`config.mk`:
```
export PLATFORM = sky130hd
export DESIGN_NAME = fast2slow_tx
export DESIGN_NICKNAME = d
export VERILOG_FILES = /design/src/rtl/fast2slow_tx.sv
export SDC_FILE = /design/constraint.sdc
export NUM_CORES = 1
export LEC_CHECK = 0
export BUFFER_PORTS_ARGS = -buffer_cell sky130_fd_sc_hd__buf_4
export CAP_MARGIN = 20
export CORE_AREA = 4 4 41 43
export CTS_BUF_LIST = sky130_fd_sc_hd__clkbuf_16
export DETAILED_ROUTE_END_ITERATION = 7
export DIE_AREA = 0 0 45 47
export GPL_ROUTABILITY_DRIVEN = 0
export PLACE_DENSITY_LB_ADDON = 0.3
export SLEW_MARGIN = 30
export SYNTH_ARGS = -nofsm -noshare
export SYNTH_HDL_FRONTEND = slang
export SYNTH_SLANG_ARGS = --single-unit
```
`constraint.sdc`:
```
create_clock -name f_clk -period 4.2 [get_ports f_clk]
set_input_delay 0.63 -clock f_clk [delete_from_list [all_inputs] [get_ports f_clk]]
set_output_delay 0.63 -clock f_clk [all_outputs]
set_load 0.005 [all_outputs]
```
`src/rtl/fast2slow_tx.sv`:
```
// rtl/fast2slow_tx.sv - fast-side pulse-to-4-phase req/ack sender with saturating pending counter
module fast2slow_tx #(
    parameter int SYNC_STAGES = 2,
    parameter int CNT_W       = 4
) (
    input  logic f_clk,
    input  logic frst,
    input  logic i_sgl,
    input  logic i_ack,
    output logic o_req,
    output logic o_busy,
    output logic o_done,
    output logic o_drop
);

    localparam logic [1:0] IDLE = 2'd0;
    localparam logic [1:0] REQ  = 2'd1;
    localparam logic [1:0] REL  = 2'd2;

    localparam logic [CNT_W-1:0] PEND_MAX  = {CNT_W{1'b1}};
    localparam logic [CNT_W-1:0] PEND_ONE  = {{(CNT_W-1){1'b0}}, 1'b1};
    localparam logic [CNT_W-1:0] PEND_ZERO = {CNT_W{1'b0}};

    logic [SYNC_STAGES-1:0] r_sync;
    logic [1:0]             r_state;
    logic [CNT_W-1:0]       r_pend;
    logic                   r_req;
    logic                   r_done;
    logic                   r_drop;

    logic                   w_ack_s;
    logic                   w_pend_nz;
    logic [1:0]             w_state_n;
    logic [CNT_W-1:0]       w_pend_n;
    logic                   w_req_n;
    logic                   w_done_n;
    logic                   w_drop_n;

    assign w_ack_s   = r_sync[SYNC_STAGES-1];
    assign w_pend_nz = (r_pend != PEND_ZERO);

    always_ff @(posedge f_clk or posedge frst) begin
        if (frst) begin
            r_sync <= '0;
        end else begin
            r_sync <= {r_sync[SYNC_STAGES-2:0], i_ack};
        end
    end

    always_comb begin
        w_state_n = r_state;
        w_pend_n  = r_pend;
        w_req_n   = r_req;
        w_done_n  = 1'b0;
        w_drop_n  = 1'b0;
        case (r_state)
            IDLE: begin
                w_req_n = 1'b0;
                if (i_sgl || w_pend_nz) begin
                    w_state_n = REQ;
                    w_req_n   = 1'b1;
                end
                // A pulse arriving with work pending consumes one and queues one: net zero.
                if (!i_sgl && w_pend_nz) begin
                    w_pend_n = r_pend - PEND_ONE;
                end
            end
            REQ: begin
                w_req_n = 1'b1;
                if (w_ack_s) begin
                    w_state_n = REL;
                    w_req_n   = 1'b0;
                end
            end
            REL: begin
                w_req_n = 1'b0;
                if (!w_ack_s) begin
                    w_state_n = IDLE;
                    w_done_n  = 1'b1;
                end
            end
            default: begin
                w_state_n = IDLE;
                w_req_n   = 1'b0;
            end
        endcase
        if ((r_state == REQ || r_state == REL) && i_sgl) begin
            if (r_pend == PEND_MAX) begin
                w_drop_n = 1'b1;
            end else begin
                w_pend_n = r_pend + PEND_ONE;
            end
        end
    end

    always_ff @(posedge f_clk or posedge frst) begin
        if (frst) begin
            r_state <= IDLE;
            r_pend  <= PEND_ZERO;
            r_req   <= 1'b0;
            r_done  <= 1'b0;
            r_drop  <= 1'b0;
        end else begin
            r_state <= w_state_n;
            r_pend  <= w_pend_n;
            r_req   <= w_req_n;
            r_done  <= w_done_n;
            r_drop  <= w_drop_n;
        end
    end

    assign o_req  = r_req;
    assign o_done = r_done;
    assign o_drop = r_drop;
    assign o_busy = (r_state != IDLE) | w_pend_nz;

endmodule

```
== Word level (Yosys, flattened, before mapping) ==
Cells that the tools add are included.

* Reductions and logical operators: 9
* Mux-type cells: 14
* $add $sub $neg: 2
* Eq/ne operators: 6
* Bitwise gates (word level): 1

{| class="wikitable"
|+ Operator list
! kind !! count
|-
| 2-to-1 mux 4 bit || 4
|-
| 2-to-1 mux 2 bit || 3
|-
| inequality test 2 bit, second input constant || 3
|-
| case mux 2 bit (3 select lines) || 1
|-
| 2-to-1 mux 1 bit || 5
|-
| adder 4 x 1 -> 4 bit, second input constant || 1
|-
| == test 4 bit, second input constant || 1
|-
| nonzero test 4 bit || 1
|-
| subtractor 4 x 1 -> 4 bit, second input constant || 1
|-
| AND reduction 3 bit || 1
|-
| == test 2 x 1 -> 1 bit, second input constant || 1
|-
| == test 2 bit, second input constant || 1
|-
| logical AND 1 bit || 2
|-
| logical NOT 2 bit || 1
|-
| logical OR 1 bit || 2
|-
| case mux 1 bit (2 select lines) || 1
|-
| nonzero test 2 bit || 1
|-
| logical NOT 1 bit || 1
|-
| bitwise OR 1 bit || 1
|}

* Output and inout bits: 4
* Word-level logic and storage cells: 38
* Bits in registers: 11

== Logic depth before layout (Yosys ltp) ==
Gate-level depths: netlist of run 1.

* Depth in word-level cells: 6
* Gate-level depth with buffers: 6

== Worst setup path before layout of run 1 ==
Ideal clock, no wire load.

* Path type: flip-flop to flip-flop
* From: register r_state[0]
* To: register r_state[0]
* Cell stages (with the launch flop): 7
* Data arrival time: 1533 ps
* Required time: 4073 ps
* Setup time: 127 ps
* Slack: 2540 ps
* Path buffers: 1
* Cell sequence: dfrtp_1 > inv_1 > ha_1 > nor2b_1 > buf_6 > a221o_1 > mux2_1

* Longest elaborated chain between the ends: 3
* Elaborated cells between the ends (all ways): 8
* Those cells by class: eq/ne: 5; mux: 1; reduce/logical: 2

{| class="wikitable"
|+ RTL lines
! element !! RTL line !! text
|-
| start: declaration || 25 || <nowiki>logic [1:0] r_state;</nowiki>
|-
| start signal: assignment || 104 || <nowiki>r_state <= w_state_n;</nowiki>
|-
| == test 2 bit, or another cell as far along || 56 || <nowiki>case (r_state)</nowiki>
|-
| inequality test 2 bit (no line) || n/a ||
|-
| AND reduction 3 bit (no line) || n/a ||
|}

Several ways; a longest one is shown, not always the timed one.
A chain may end at the register's enable or synchronous reset.

== Final worst setup path of run 1 ==
* From: register r_pend[0]
* To: output port o_busy

* Longest elaborated chain between the ends: 2

{| class="wikitable"
|+ RTL lines
! element !! RTL line !! text
|-
| start: declaration || 26 || <nowiki>logic [CNT_W-1:0] r_pend;</nowiki>
|-
| start signal: assignment || 105 || <nowiki>r_pend <= w_pend_n;</nowiki>
|-
| nonzero test 4 bit || 40 || <nowiki>assign w_pend_nz = (r_pend != PEND_ZERO);</nowiki>
|-
| bitwise OR 1 bit || 115 || <nowiki>assign o_busy = (r_state != IDLE) | w_pend_nz;</nowiki>
|-
| end: declaration || 11 || <nowiki>output logic o_busy,</nowiki>
|}

No other way between the ends.

==> results of run 1 <==
==> metal layers <==
layer  vias to the layer above  routed length, microns  track usage  part of all wire
li1                        242                       -            -                 -
met3                         0                      79       0.0690             0.067
met5                         -                       0            0                 0
met4                         0                       0       0.0351                 0
met1                       226                     502        0.149              0.42
met2                        11                     605        0.251              0.51
==> where the power goes <==
group	switching [mW]	total, mW	internal, mW
Combinational	0.125	0.240	0.115
Clock	0.0429	0.167	0.125
Sequential	0.0525	0.199	0.146
Total	0.220	0.607	0.386
==> state kept, by name, summed over array words and instances, names as in the netlist <==
| signal | count |
|---|---|
| o_req | 1 |
| r_state | 2 |
| r_pend | 4 |
| r_sync | 2 |
| o_drop | 1 |
| o_done | 1 |
==> cells by family (layout without fill, tap and decap cells) <==
logic type / count (synthesis) / count (layout) / synth area share
muxes: 2 / 2 / 0.0334
and+or+nand+nor: 22 / 22 / 0.204
DFF: 11 / 11 / 0.408
AOI/OAI and AO/OA: 10 / 10 / 0.119
adders and majority gates: 8 / 8 / 0.148
buffers and inverters: 9 / 17 / 0.0742
xor gates and xnor gates: 1 / 1 / 0.0130
==> through the flow <==
step	cells	hold WS (ps)	instance area [sq um]	power, mW	util
after detailed placement	82	342	718	0.435	0.552
after global placement	82	334	718	0.427	0.552
final	86	357	797	0.607	0.613
after global routing	86	371	797	0.654	0.613
after floorplan	63	331	674	0.387	-
after CTS	86	362	797	0.609	0.613
==> how the worst max path moves through the flow <==
stage / from / end / slack (ps) / cells after the start
6_report: r_pend[0] / o_busy / 2100 / 5
5_1_grt: r_pend[0] / o_busy / 1960 / 5
3_3_place_gp: r_pend[0] / o_busy / 2370 / 5
4_1_cts: r_pend[0] / o_busy / 2100 / 5
2_1_floorplan: r_state[0] / r_state[0] / 2540 / 6
3_5_place_dp: r_state[0] / r_state[0] / 2350 / 5
==> layout make-up <==
| class | instances | area, sq um |
|---|---|---|
| fill | 122 | 504 |
| tap | 15 | 18.8 |
| sequential | 11 | 275 |
| timing repair buffer | 7 | 52.6 |
| inverter | 6 | 22.5 |
| multi-input combinational | 43 | 349 |
| clock inverter | 1 | 3.75 |
| clock buffer | 3 | 75.1 |
==> layout by cell type (no fill, tap or decap), types with 2 or more instances in the layout <==
cell type  count
clkbuf_16      3
dfrtp_1       11
nand2b_1       2
inv_1          7
mux2_1         2
nand3_1        3
nand2_1        2
buf_4          7
and3_1         2
nor3_1         3
ha_1           8
a21oi_1        2
nor2b_1        3
a311oi_1       2
==> worst max-delay path, stage by stage, from the launching register on <==
cell and delay, ps:
dfrtp_1 440, inv_1 110, ha_1 180, nor3b_1 280
nand2_1 90, buf_4 140
==> flow_metrics.env, run 1 <==
export IMPL_crit_path_end_kind="primary output"
export IMPL_holdBufCountCts=0
export IMPL_power_leakage_nw=0.371
export IMPL_max_freq_ghz=0.475
export IMPL_htree_levels=1
export IMPL_reg2reg_from="r_state[0]"
export IMPL_rsz0062_at_grt="false"
export IMPL_cts_resized=0
export IMPL_cts_buffer_depth=2
export IMPL_yosys_area_top_type="dfrtp_1"
export IMPL_ys_seq_area_frac=0.408
export IMPL_core_area_sq_mm=0.00130
export IMPL_gr_total_overflow=0
export IMPL_yosysTopAreaCellShare=0.408
export IMPL_grt_max_degree=12
export IMPL_chipHeight_microns=47
export IMPL_die_x_microns=45
export IMPL_antenna_left=0
export IMPL_syn_area_sq_um=674
export IMPL_synth_top_cells_by_count="dfrtp_1, ha_1, inv_1"
export IMPL_ys_warnings_count=0
export IMPL_grt_usage=0.141
export IMPL_min_to="r_sync[1]"
export IMPL_clock_skew_ps=3.07
export IMPL_setup_tns_final_ps=0
export IMPL_setup_violations=0
export IMPL_fin_crit_ps=2100
export IMPL_hp_start="r_sync[0]"
export IMPL_ioPinCount=8
export IMPL_cp_arrival_ps=1470
export IMPL_ys_ff_latch=11
export IMPL_fin_nets=84
export IMPL_start_kind="flop"
export IMPL_wirelength_microns=1190
export IMPL_post_cts_buffers=0
export IMPL_hold_path_depth=0
export IMPL_post_place_ws_ps=2350
export IMPL_grt_pass1_vias=502
export IMPL_reg2reg_depth=5
export IMPL_row_count=13
export IMPL_fp_dieArea_sq_mm=0.00212
export IMPL_antenna_found_initial=0
export IMPL_num_vias=479
export IMPL_start_util=0.518
export IMPL_cts_sinks=11
export IMPL_min_period_over_period=0.501
export IMPL_r2r_setup_slack_ps=2340
export IMPL_status="finished clean"
export IMPL_root_buffer="clkbuf_16"
export IMPL_cts_tree="built"
export IMPL_numCtsBuffers=3
export IMPL_ys_async_sr_fraction=1.00
export IMPL_regToRegEndpoint="r_state[0]"
export IMPL_powerDensity_mw_per_mm2=761
export IMPL_synth_nets=75
export IMPL_dr_pass1_iters=4
export IMPL_grt_pass1_wl_microns=2060
export IMPL_crit_type="flop to primary output"
export IMPL_drv_cap=0
export IMPL_worst_slack_ps=2100
export IMPL_syn_area_per_cell_sq_um=10.7
export IMPL_final_layout_size_suffix_gt1_frac=0.183
export IMPL_n_antenna_cell=0
export IMPL_ys_types=28
export IMPL_synthCells=63
export IMPL_clock_latency_ps=240
export IMPL_slew_headroom=0.688
export IMPL_worstMarginPinSlew_ps=467
export IMPL_vias_per_cell=5.57
export IMPL_hold_violations=0
export IMPL_yosysMostFrequentCell="dfrtp_1"
export IMPL_drc=0
export IMPL_post_drt_wl_per_cell_microns=13.8
export IMPL_hold_class="flop to flop"
export IMPL_area_delta_synth_final_pct=18.2
export IMPL_synth_edf_count=0
export IMPL_synth_area_top_cells="dfrtp_1, ha_1, buf_6"
export IMPL_cp_required_ps=3570
export IMPL_path_clk_slew_ps=40
export IMPL_synth_flop_cell="dfrtp_1"
export IMPL_crit_fanout=6
export IMPL_max_vdd_ir_drop_mv=0.379
export IMPL_dpl_hpwl_microns=881
export IMPL_slew_viol_final=0
export IMPL_numPortBuffers=7
export IMPL_drt_iter0_drc=11
No activity file was read; power rests on OpenSTA's default activity.
==> run 2, diff against run 1 <==
- clock period: 4.2 -> 2.2 ns (I/O delays scaled with it)
==> run 2 against run 1 <==
Clock skew barely moved. Global-route usage fell by 0.92 points. Routed wire length down 6.6%. Critical path type unchanged.
==> flow_metrics.env, run 2 (same netlist as run 1, synthesis figures left out) <==
export IMPL_status="finished clean"
export IMPL_cts_buffer_depth=2
export IMPL_htree_levels=1
export IMPL_grt_max_degree=12
export IMPL_root_buffer="clkbuf_16"
export IMPL_chipHeight_microns=47
export IMPL_slowest_stage="dfrtp_1"
export IMPL_die_x_microns=45
export IMPL_final_layout_size_suffix_gt1_frac=0.208
export IMPL_met2_length_microns=524
export IMPL_reg2reg_depth=5
export IMPL_power_mw=1.15
export IMPL_place_area_sq_um=726
export IMPL_fin_nets=85
export IMPL_largestRegisters="r_pend x4, r_state x2, r_sync x2"
export IMPL_layout_commonest_cell="dfrtp_1"
export IMPL_grt_pass1_wl_microns=2040
export IMPL_grt_usage=0.132
export IMPL_numPortBuffers=7
export IMPL_hold_class="input port to asynchronous set/reset pin"
export IMPL_post_drt_wl_per_cell_microns=12.7
export IMPL_start_kind="flop"
export IMPL_numCtsBuffers=3
export IMPL_gr_total_overflow=0
export IMPL_drt_iter0_drc=5
export IMPL_r2r_setup_slack_ps=520
export IMPL_final_cell_mix="dfrtp_1, ha_1, buf_4, inv_1"
export IMPL_setup_tns_final_ps=0
export IMPL_cts_tree="built"
export IMPL_start_util=0.518
export IMPL_min_period_over_period=0.807
export IMPL_vias_per_cell=5.39
export IMPL_crit_start="r_pend[0]"
export IMPL_wirelength_microns=1110
export IMPL_crit_type="flop to primary output"
export IMPL_n_antenna_cell=0
export IMPL_setup_violations=0
export IMPL_ioPinCount=8
export IMPL_antenna_left=0
export IMPL_regToRegEndpoint="r_state[0]"
export IMPL_area_delta_synth_final_pct=19.5
export IMPL_critPathMaxStageDelay_ps=430
export IMPL_holdBufCountCts=0
export IMPL_cts_sinks=11
export IMPL_cp_arrival_ps=1450
export IMPL_worstSetupEndpoint="o_busy"
export IMPL_crit_fanout=6
export IMPL_grt_pass1_vias=471
export IMPL_crit_path_end_kind="primary output"
export IMPL_powerDensity_mw_per_mm2=1430
export IMPL_cp_required_ps=1870
export IMPL_path_clk_slew_ps=40
export IMPL_num_vias=469
export IMPL_slew_viol_final=0
export IMPL_clock_skew_ps=2.91
export IMPL_worst_slack_ps=424
export IMPL_fp_dieArea_sq_mm=0.00212
export IMPL_fin_crit_ps=1780
export IMPL_final_area_sq_um=806
export IMPL_routed_top_layer="met4"
export IMPL_drv_cap=0
export IMPL_drc=0
export IMPL_worstMarginPinSlew_ps=419
export IMPL_clock_latency_ps=230
export IMPL_dpl_hpwl_microns=822
export IMPL_max_vdd_ir_drop_mv=0.645
export IMPL_max_freq_ghz=0.563
export IMPL_met3_wirelength_microns=62
export IMPL_hold_violations=0
export IMPL_post_cts_buffers=0
export IMPL_drt_met1_wl_microns=514
export IMPL_largest_reg_flops=4
export IMPL_rsz0062_at_grt="false"
export IMPL_antenna_found_initial=0
export IMPL_path_cells="inv_1 -> ha_1 -> nor3b_1 -> nand2_1 -> buf_4"
export IMPL_post_place_ws_ps=534
export IMPL_reg2reg_from="r_state[0]"
export IMPL_row_count=13
export IMPL_power_leakage_nw=0.375
export IMPL_regMostFlops="r_pend"
export IMPL_dr_pass1_iters=4
export IMPL_core_area_sq_mm=0.00130
export IMPL_cts_resized=0
export IMPL_slew_headroom=0.720
## run 2: layout make-up
class | instances | area [sq um]
multi-input combinational | 43 | 349
fill | 113 | 495
clock inverter | 1 | 5.00
clock buffer | 3 | 75.1
tap | 15 | 18.8
sequential | 11 | 275
inverter | 6 | 22.5
timing repair buffer | 8 | 60.1
## run 2: worst min-delay path by stage
stage	from	end	slack (ps)
5_1_grt	frst	o_req	130
4_1_cts	frst	o_req	100
3_3_place_gp	r_sync[0]	r_sync[1]	340
2_1_floorplan	frst	o_done	180
3_5_place_dp	r_sync[0]	r_sync[1]	330
6_report	frst	r_state[1]	90
## run 2: per-stage QoR
| stage | hold WS, ps | util | instances |
|---|---|---|---|
| floorplan | 182 | - | 63 |
| global placement | 335 | 0.558 | 83 |
| detailed placement | 335 | 0.558 | 83 |
| CTS | 103 | 0.619 | 87 |
| global route | 126 | 0.619 | 87 |
| finish | 90.2 | 0.619 | 87 |
## run 2: critical path: cells and delay by family (launching register included)
kind          cells  cell delay, ps
flops             1             430
simple gates      2             350
fa+ha+maj         1             180
buf+inv           2             250
## run 2: report_power, final
group,switching [mW],internal (mW)
Sequential,0.0934,0.279
Clock,0.0853,0.240
Combinational,0.229,0.226
## run 2: metal layers
metal  global-route usage  up-vias
li1                     -      241
met4               0.0643        0
met3               0.0268        2
met1                0.171      214
met2                0.209       12
met5                    0        -
